[src/rtl/mem_ctrl_pkg.sv]
// Shared types and codebase defaults for the memory controller slice.
// Holds the arbiter FSM state type and the default memory geometry.
package mem_ctrl_pkg;

    localparam int DATA_SIZE  = 8;
    localparam int ADDR_WIDTH = 12;

    typedef enum logic [1:0] {
        IDLE   = 2'd0,
        WRITE  = 2'd1,
        READ_1 = 2'd2,
        READ_2 = 2'd3
    } arb_state_t;

endpackage

[src/rtl/rr_arbiter.sv]
// Combinational winner select for the memory arbiter.
// Default build: round-robin, searching upward from last_gnt+1 (mod NUM_REQ).
// Build option MEM_ARB_FIXED_PRIO_EN: lowest-index requester always wins,
// and last_gnt is ignored.
module rr_arbiter #(
    parameter int NUM_REQ = 2,
    parameter int IDX_W   = 1
) (
    input  logic [NUM_REQ-1:0] req,
    input  logic [IDX_W-1:0]   last_gnt,
    output logic [NUM_REQ-1:0] gnt,
    output logic [IDX_W-1:0]   gnt_idx,
    output logic               gnt_vld
);

    logic [IDX_W-1:0] cand;

    // Pick the first requesting index in priority order
    always_comb begin
        gnt     = '0;
        gnt_idx = '0;
        gnt_vld = 1'b0;
        cand    = '0;
`ifdef MEM_ARB_FIXED_PRIO_EN
        // Walk downward so the lowest index is the last one to overwrite.
        for (int i = NUM_REQ - 1; i >= 0; i--) begin
            cand = IDX_W'(i);
            if (req[cand]) begin
                gnt       = '0;
                gnt[cand] = 1'b1;
                gnt_idx   = cand;
                gnt_vld   = 1'b1;
            end
        end
`else
        // Offsets 1..NUM_REQ visit every index once, last_gnt itself last.
        for (int off = 1; off <= NUM_REQ; off++) begin
            cand = IDX_W'((int'(last_gnt) + off) % NUM_REQ);
            if (!gnt_vld && req[cand]) begin
                gnt[cand] = 1'b1;
                gnt_idx   = cand;
                gnt_vld   = 1'b1;
            end
        end
`endif
    end

endmodule

[src/rtl/mem_arbiter.sv]
// Arbiter sharing one single-port synchronous memory between NUM_REQ
// requesters. Latches the winner's command, drives the memory enables,
// captures read data and returns a one-cycle done pulse to the winner.
// All outputs are registered. Build option MEM_ARB_FIXED_PRIO_EN selects
// fixed priority (lowest index wins) instead of round-robin.
module mem_arbiter
    import mem_ctrl_pkg::*;
#(
    parameter int NUM_REQ    = 2,
    parameter int DATA_SIZE  = mem_ctrl_pkg::DATA_SIZE,
    parameter int ADDR_WIDTH = mem_ctrl_pkg::ADDR_WIDTH
) (
    input  logic                          clock,
    input  logic                          reset,
    input  logic [NUM_REQ-1:0]            req,
    input  logic [NUM_REQ-1:0]            req_we,
    input  logic [NUM_REQ*ADDR_WIDTH-1:0] req_addr,
    input  logic [NUM_REQ*DATA_SIZE-1:0]  req_wdata,
    output logic [NUM_REQ-1:0]            gnt,
    output logic [NUM_REQ-1:0]            done,
    output logic [DATA_SIZE-1:0]          rdata,
    output logic                          busy,
    output logic                          mem_readEnable,
    output logic                          mem_writeEnable,
    output logic [ADDR_WIDTH-1:0]         mem_rwAddr,
    output logic [DATA_SIZE-1:0]          mem_writeData_in,
    input  logic [DATA_SIZE-1:0]          mem_readData_out
);

    localparam int IDX_W = (NUM_REQ > 1) ? $clog2(NUM_REQ) : 1;

    arb_state_t state_q, state_d;

    logic [NUM_REQ-1:0]    gnt_q, gnt_d;
    logic [NUM_REQ-1:0]    done_q, done_d;
    logic [NUM_REQ-1:0]    owner_q, owner_d;
    logic [IDX_W-1:0]      last_gnt_q, last_gnt_d;
    logic [DATA_SIZE-1:0]  rdata_q, rdata_d;
    logic                  busy_q, busy_d;
    logic                  re_q, re_d;
    logic                  we_q, we_d;
    logic [ADDR_WIDTH-1:0] addr_q, addr_d;
    logic [DATA_SIZE-1:0]  wdata_q, wdata_d;

    logic [NUM_REQ-1:0]    arb_gnt;
    logic [IDX_W-1:0]      arb_idx;
    logic                  arb_vld;

    rr_arbiter #(
        .NUM_REQ (NUM_REQ),
        .IDX_W   (IDX_W)
    ) u_rr_arbiter (
        .req      (req),
        .last_gnt (last_gnt_q),
        .gnt      (arb_gnt),
        .gnt_idx  (arb_idx),
        .gnt_vld  (arb_vld)
    );

    // State register; reset aborts any transaction in flight
    always_ff @(posedge clock or negedge reset) begin
        if (!reset) begin
            state_q <= IDLE;
        end else begin
            state_q <= state_d;
        end
    end

    // Next-state: writes take one memory cycle, reads take two
    always_comb begin
        state_d = state_q;
        case (state_q)
            IDLE: begin
                if (arb_vld) begin
                    state_d = req_we[arb_idx] ? WRITE : READ_1;
                end
            end
            WRITE:   state_d = IDLE;
            READ_1:  state_d = READ_2;
            READ_2:  state_d = IDLE;
            default: state_d = IDLE;
        endcase
    end

    // Output/datapath next values; gnt and done default low so they pulse
    always_comb begin
        gnt_d      = '0;
        done_d     = '0;
        owner_d    = owner_q;
        last_gnt_d = last_gnt_q;
        rdata_d    = rdata_q;
        busy_d     = busy_q;
        re_d       = re_q;
        we_d       = we_q;
        addr_d     = addr_q;
        wdata_d    = wdata_q;
        case (state_q)
            IDLE: begin
                if (arb_vld) begin
                    gnt_d      = arb_gnt;
                    owner_d    = arb_gnt;
                    last_gnt_d = arb_idx;
                    addr_d     = req_addr[arb_idx*ADDR_WIDTH +: ADDR_WIDTH];
                    wdata_d    = req_wdata[arb_idx*DATA_SIZE +: DATA_SIZE];
                    busy_d     = 1'b1;
                    // Exactly one enable is raised; the other is already low.
                    we_d       = req_we[arb_idx];
                    re_d       = !req_we[arb_idx];
                end
            end
            WRITE: begin
                we_d   = 1'b0;
                done_d = owner_q;
                busy_d = 1'b0;
            end
            READ_1: begin
                re_d = 1'b1;
            end
            READ_2: begin
                rdata_d = mem_readData_out;
                re_d    = 1'b0;
                done_d  = owner_q;
                busy_d  = 1'b0;
            end
            default: begin
                re_d   = 1'b0;
                we_d   = 1'b0;
                busy_d = 1'b0;
            end
        endcase
    end

    // Output registers; last_gnt resets to the top index so requester 0 wins first
    always_ff @(posedge clock or negedge reset) begin
        if (!reset) begin
            gnt_q      <= '0;
            done_q     <= '0;
            owner_q    <= '0;
            last_gnt_q <= IDX_W'(NUM_REQ - 1);
            rdata_q    <= '0;
            busy_q     <= 1'b0;
            re_q       <= 1'b0;
            we_q       <= 1'b0;
            addr_q     <= '0;
            wdata_q    <= '0;
        end else begin
            gnt_q      <= gnt_d;
            done_q     <= done_d;
            owner_q    <= owner_d;
            last_gnt_q <= last_gnt_d;
            rdata_q    <= rdata_d;
            busy_q     <= busy_d;
            re_q       <= re_d;
            we_q       <= we_d;
            addr_q     <= addr_d;
            wdata_q    <= wdata_d;
        end
    end

    assign gnt              = gnt_q;
    assign done             = done_q;
    assign rdata            = rdata_q;
    assign busy             = busy_q;
    assign mem_readEnable   = re_q;
    assign mem_writeEnable  = we_q;
    assign mem_rwAddr       = addr_q;
    assign mem_writeData_in = wdata_q;

endmodule
[config.mk]
export PLATFORM = sky130hd
export DESIGN_NAME = mem_arbiter
export DESIGN_NICKNAME = d
export VERILOG_FILES = /design/src/rtl/mem_ctrl_pkg.sv /design/src/rtl/rr_arbiter.sv /design/src/rtl/mem_arbiter.sv
export SDC_FILE = /design/constraint.sdc
export NUM_CORES = 1
export LEC_CHECK = 0
export CORE_UTILIZATION = 40
export DETAILED_ROUTE_END_ITERATION = 8
export HOLD_SLACK_MARGIN = 0.03
export PLACE_DENSITY = 0.84
export SLEW_MARGIN = 30
export SYNTH_ARGS = -nofsm -noshare
export SYNTH_HDL_FRONTEND = slang
export SYNTH_SLANG_ARGS = --single-unit
[constraint.sdc]
create_clock -name clock -period 1.7 [get_ports clock]
set_clock_uncertainty 0.05 [all_clocks]
set_input_delay 0.51 -clock clock [delete_from_list [all_inputs] [get_ports clock]]
set_output_delay 0.51 -clock clock [all_outputs]
set_load 0.005 [all_outputs]
==> summary by stage <==
Run status
The run finished with clean final reports.

Place
Port buffering added 88 buffers. The cell area reported after detailed placement is approximately 2800 sq um. After legalization and detailed placement, the total HPWL measured ~3100 um. The last weighted congestion value of the routability-driven placer is between 0.7 and 0.8. The worst slack after detailed placement is -0.440 ns.

Pwr
In this run the static leakage power is around 0.0015 uW. Dividing total power by cell area gives a power density of roughly 1500 nW/um^2. The post-layout total power is between 4000 and 5000 uW.

The peak ir drop on the vdd network is 742 uV.

Cells and area
The area growth from synthesis to layout is 64.2%. The number of inserted diodes is 0. Of the cells placed in the final design, the portion with a size suffix greater than 1 is approximately 33%. The final non-filler cell area is around 3000 sq um.

The final layout net count is around 280.

Global route
The total routing usage reported by global routing is 19.2%. The first global-routing pass estimated 7050 um of wire. Global routing finished with a remaining overflow of 0.

The number of global-route vias before repair is around 1400. The number of antenna violations at the first check in global routing is 0. Entering global routing, the biggest net connects 25 pins.

Detailed routing
The via-per-instance ratio is ~4.9. The final routed DRC violation total is 0. The violation count after the first detailed-route iteration is 51. Dividing the detail-routed wire length by the instance count gives 15.3 um.

The via count of the routed design is 1343. The total routed wirelength is 4200 um. The detailed-router iteration count before antenna repair is 4. The remaining number of nets flagged by the antenna check after routing is 0.

Synth
The cell type with the largest total area after synthesis is dfrtp_1. After Yosys synthesis, XOR and XNOR cells account for 0% of the synthesized area. The async set-or-reset flop fraction in the synthesized netlist is 100%. The number of instances in the synthesized netlist is ~120. Summing the areas of all compound-gate instances in the mapped netlist gives under 10% of the synthesized area. Among all flip-flop cells after synthesis, the most frequent one is dfrtp_1. The sequential cell area fraction in the yosys report is approximately 55%. The proportion of synthesized area in mux cells is between 30% and 40%. Counting every net in the synthesized netlist gives about 170.

The combinational family with the most area after synthesis is multiplexers. The synthesized-area fraction occupied by and/or/nand/nor cells is 1.72%. Summing every instance area after synthesis gives between 1500 and 2000 sq um. The adder-cell share of the synthesized area is 0%. The synthesized design contains 40 register bits.

The per-instance average area after synthesis is 15.3 sq um. By area the synthesized netlist is led by dfrtp_1, mux2_2, mux2_4. The area share of the largest cell type after synthesis is 53.6%. In this run, synthesis inferred 0 flip-flops with an integrated enable. The count of cell types in the netlist is 20. For this run, the number of Yosys warnings is 0.

Worst setup path
The reg2reg setup slack is ~0.021 ns. The required time at the worst-slack endpoint is around 1.8 ns. The timing startpoint of the critical path is last_gnt_q$_DFFE_PN1P_. The startpoint of the worst-slack reg-to-reg timing path is last_gnt_q$_DFFE_PN1P_.

The worst setup path is launched from a flip-flop. Along the worst path, the maximum fanout reaches 5. The worst path arrival time is 1.80 ns. The type of the worst setup path is flip-flop to flip-flop. The endpoint kind of the worst setup timing path is a flip-flop.

Floorplanning
For this configuration, the core starts out at a cell density of 41.8%. The initialized floorplan defines 24 standard-cell rows. The die outline width is around 69 um. The number of placed I/O pins is 89. The placeable core region is roughly 4400 sq um. Measured along the y axis, the die boundary spans 69.4 um. The floorplan step defined a die boundary enclosing around 4800 sq um.

Hold path
The min-delay analysis places its worst path in the category input pin to asynchronous set/reset pin.

STA
The setup slack after layout is ~0.021 ns. The final hold violation count is 0. The count of pins over their slew limit is 0. After layout, the worst path uses between 90% and 100% of the clock period. At the pin with the least slew margin, the transition time is about 0.48 ns. The final critical path time including I/O delays and setup is between 1.5 and 2 ns. Measured against its own limit, the worst slew margin works out to roughly 68%. After routing, the total negative slack on setup checks comes to 0 ns.

Based on the critical path, the design can be clocked at up to approximately 600 MHz. Setup repair after global routing could not meet its margin everywhere. Setup violations remaining at the end of the flow were counted as 0.

CTS
The hold-fix buffer count after cts is 0. TritonCTS built the clock tree. The clock reaches the later pin of the worst-skew pair after between 0.2 and 0.3 ns. In this run the number of H-tree levels came out at 2.

After clock tree synthesis, the clock-pin slew on the worst setup and hold paths is roughly 0.08 ns. Clock tree synthesis inserted a total of 5 buffers. No sink is reached through more buffers than the 2 on the longest clock path.

The clock root buffer is clkbuf_8. The sink count of the clock tree is 40.

Flow run
Across the run, the number of max-cap violations was 0.
[critical path, stage by stage (launching register included)]
cell and delay, ns:
dfstp_2 0.54, a21bo_4 0.17, bufbuf_16 0.27, mux2_4 0.29, mux2_2 0.26
[Yosys cell counts (2+ instances only)]
library cell,count
a21o_1,2
and2_1,2
buf_4,2
buf_6,2
dfrtp_1,39
inv_1,5
mux2_2,33
mux2_4,17
mux2i_1,2
o21ai_0,5
[registers in the layout, summed over array words and instances (netlist names)]
name / cells
state_q: 2
mem_writeData_in: 8
owner_q: 2
mem_rwAddr: 12
mem_readEnable: 1
rdata: 8
mem_writeEnable: 1
gnt: 2
done: 2
busy: 1
last_gnt_q: 1
[metrics by stage]
step	hold WS, ns	utilization [%]	std cells
2_1_floorplan	0.164	-	119
3_3_place_gp	0.404	65.0	262
3_5_place_dp	0.411	65.0	262
4_1_cts	0.132	67.7	273
5_1_grt	0.148	68.6	274
6_report	0.120	68.6	274
[layout make-up]
| type | instances | area [sq um] |
|---|---|---|
| clock buffers | 6 | 72.6 |
| clock inverters | 2 | 35.0 |
| fillers | 307 | 1370 |
| inverters | 5 | 18.8 |
| multi-input cells | 69 | 757 |
| flip-flops and latches | 40 | 1000 |
| well taps | 52 | 65.1 |
| repair buffers | 100 | 1040 |
[timing repair]
item	in CTS	in global routing
endpoints found under the setup margin	48	11
pin swaps	1	0
resized for setup	30	8
buffers inserted	2	1
cloned	1	0
[worst paths after layout]
| check | to | cells after the start |
|---|---|---|
| max | mem_rwAddr[5]$_DFFE_PN0P_ | 4 |
| min | done[0]$_DFF_PN0_ | 1 |
| max reg2reg | mem_rwAddr[5]$_DFFE_PN0P_ | 4 |
| min reg2reg | owner_q[1]$_DFFE_PN0P_ | 1 |
| max in group asynchronous | mem_writeData_in[6]$_DFFE_PN0P_ | 2 |
| min in group clock | owner_q[1]$_DFFE_PN0P_ | 1 |
[where the power goes]
part | internal (uW) | switching (uW) | leakage (uW)
clock network | 436 | 316 | 0.0000552
registers | 1430 | 242 | 0.000476
logic | 1280 | 677 | 0.000935
total | 3150 | 1240 | 0.00147
[cell families (layout without fill, tap and decap cells)]
kind of cell / count (synthesis) / in the layout
mux: 52 / 52
buf+inv: 10 / 113
simple gates: 6 / 6
compound gates: 11 / 11
flops: 40 / 40
[cells in the final DEF (no fill, tap or decap), types with 2 or more instances in the layout]
cell / count
buf_4: 6
buf_12: 5
clkdlybuf4s50_1: 51
clkbuf_8: 5
dfrtp_1: 39
a21o_1: 2
and2_1: 2
dlygate4sd2_1: 28
inv_1: 5
o21ai_0: 4
mux2i_1: 2
mux2_2: 33
dlymetal6s2s_1: 7
mux2_4: 17
[layer usage]
metal,GRT usage [%],vias to the layer above,wire length [um]
li1,-,626,-
met2,33.0,65,2150
met1,22.1,646,1700
met4,6.35,0,62
met3,6.98,6,279
met5,0,-,0
Note: power is estimated with default switching activity, not from simulation.
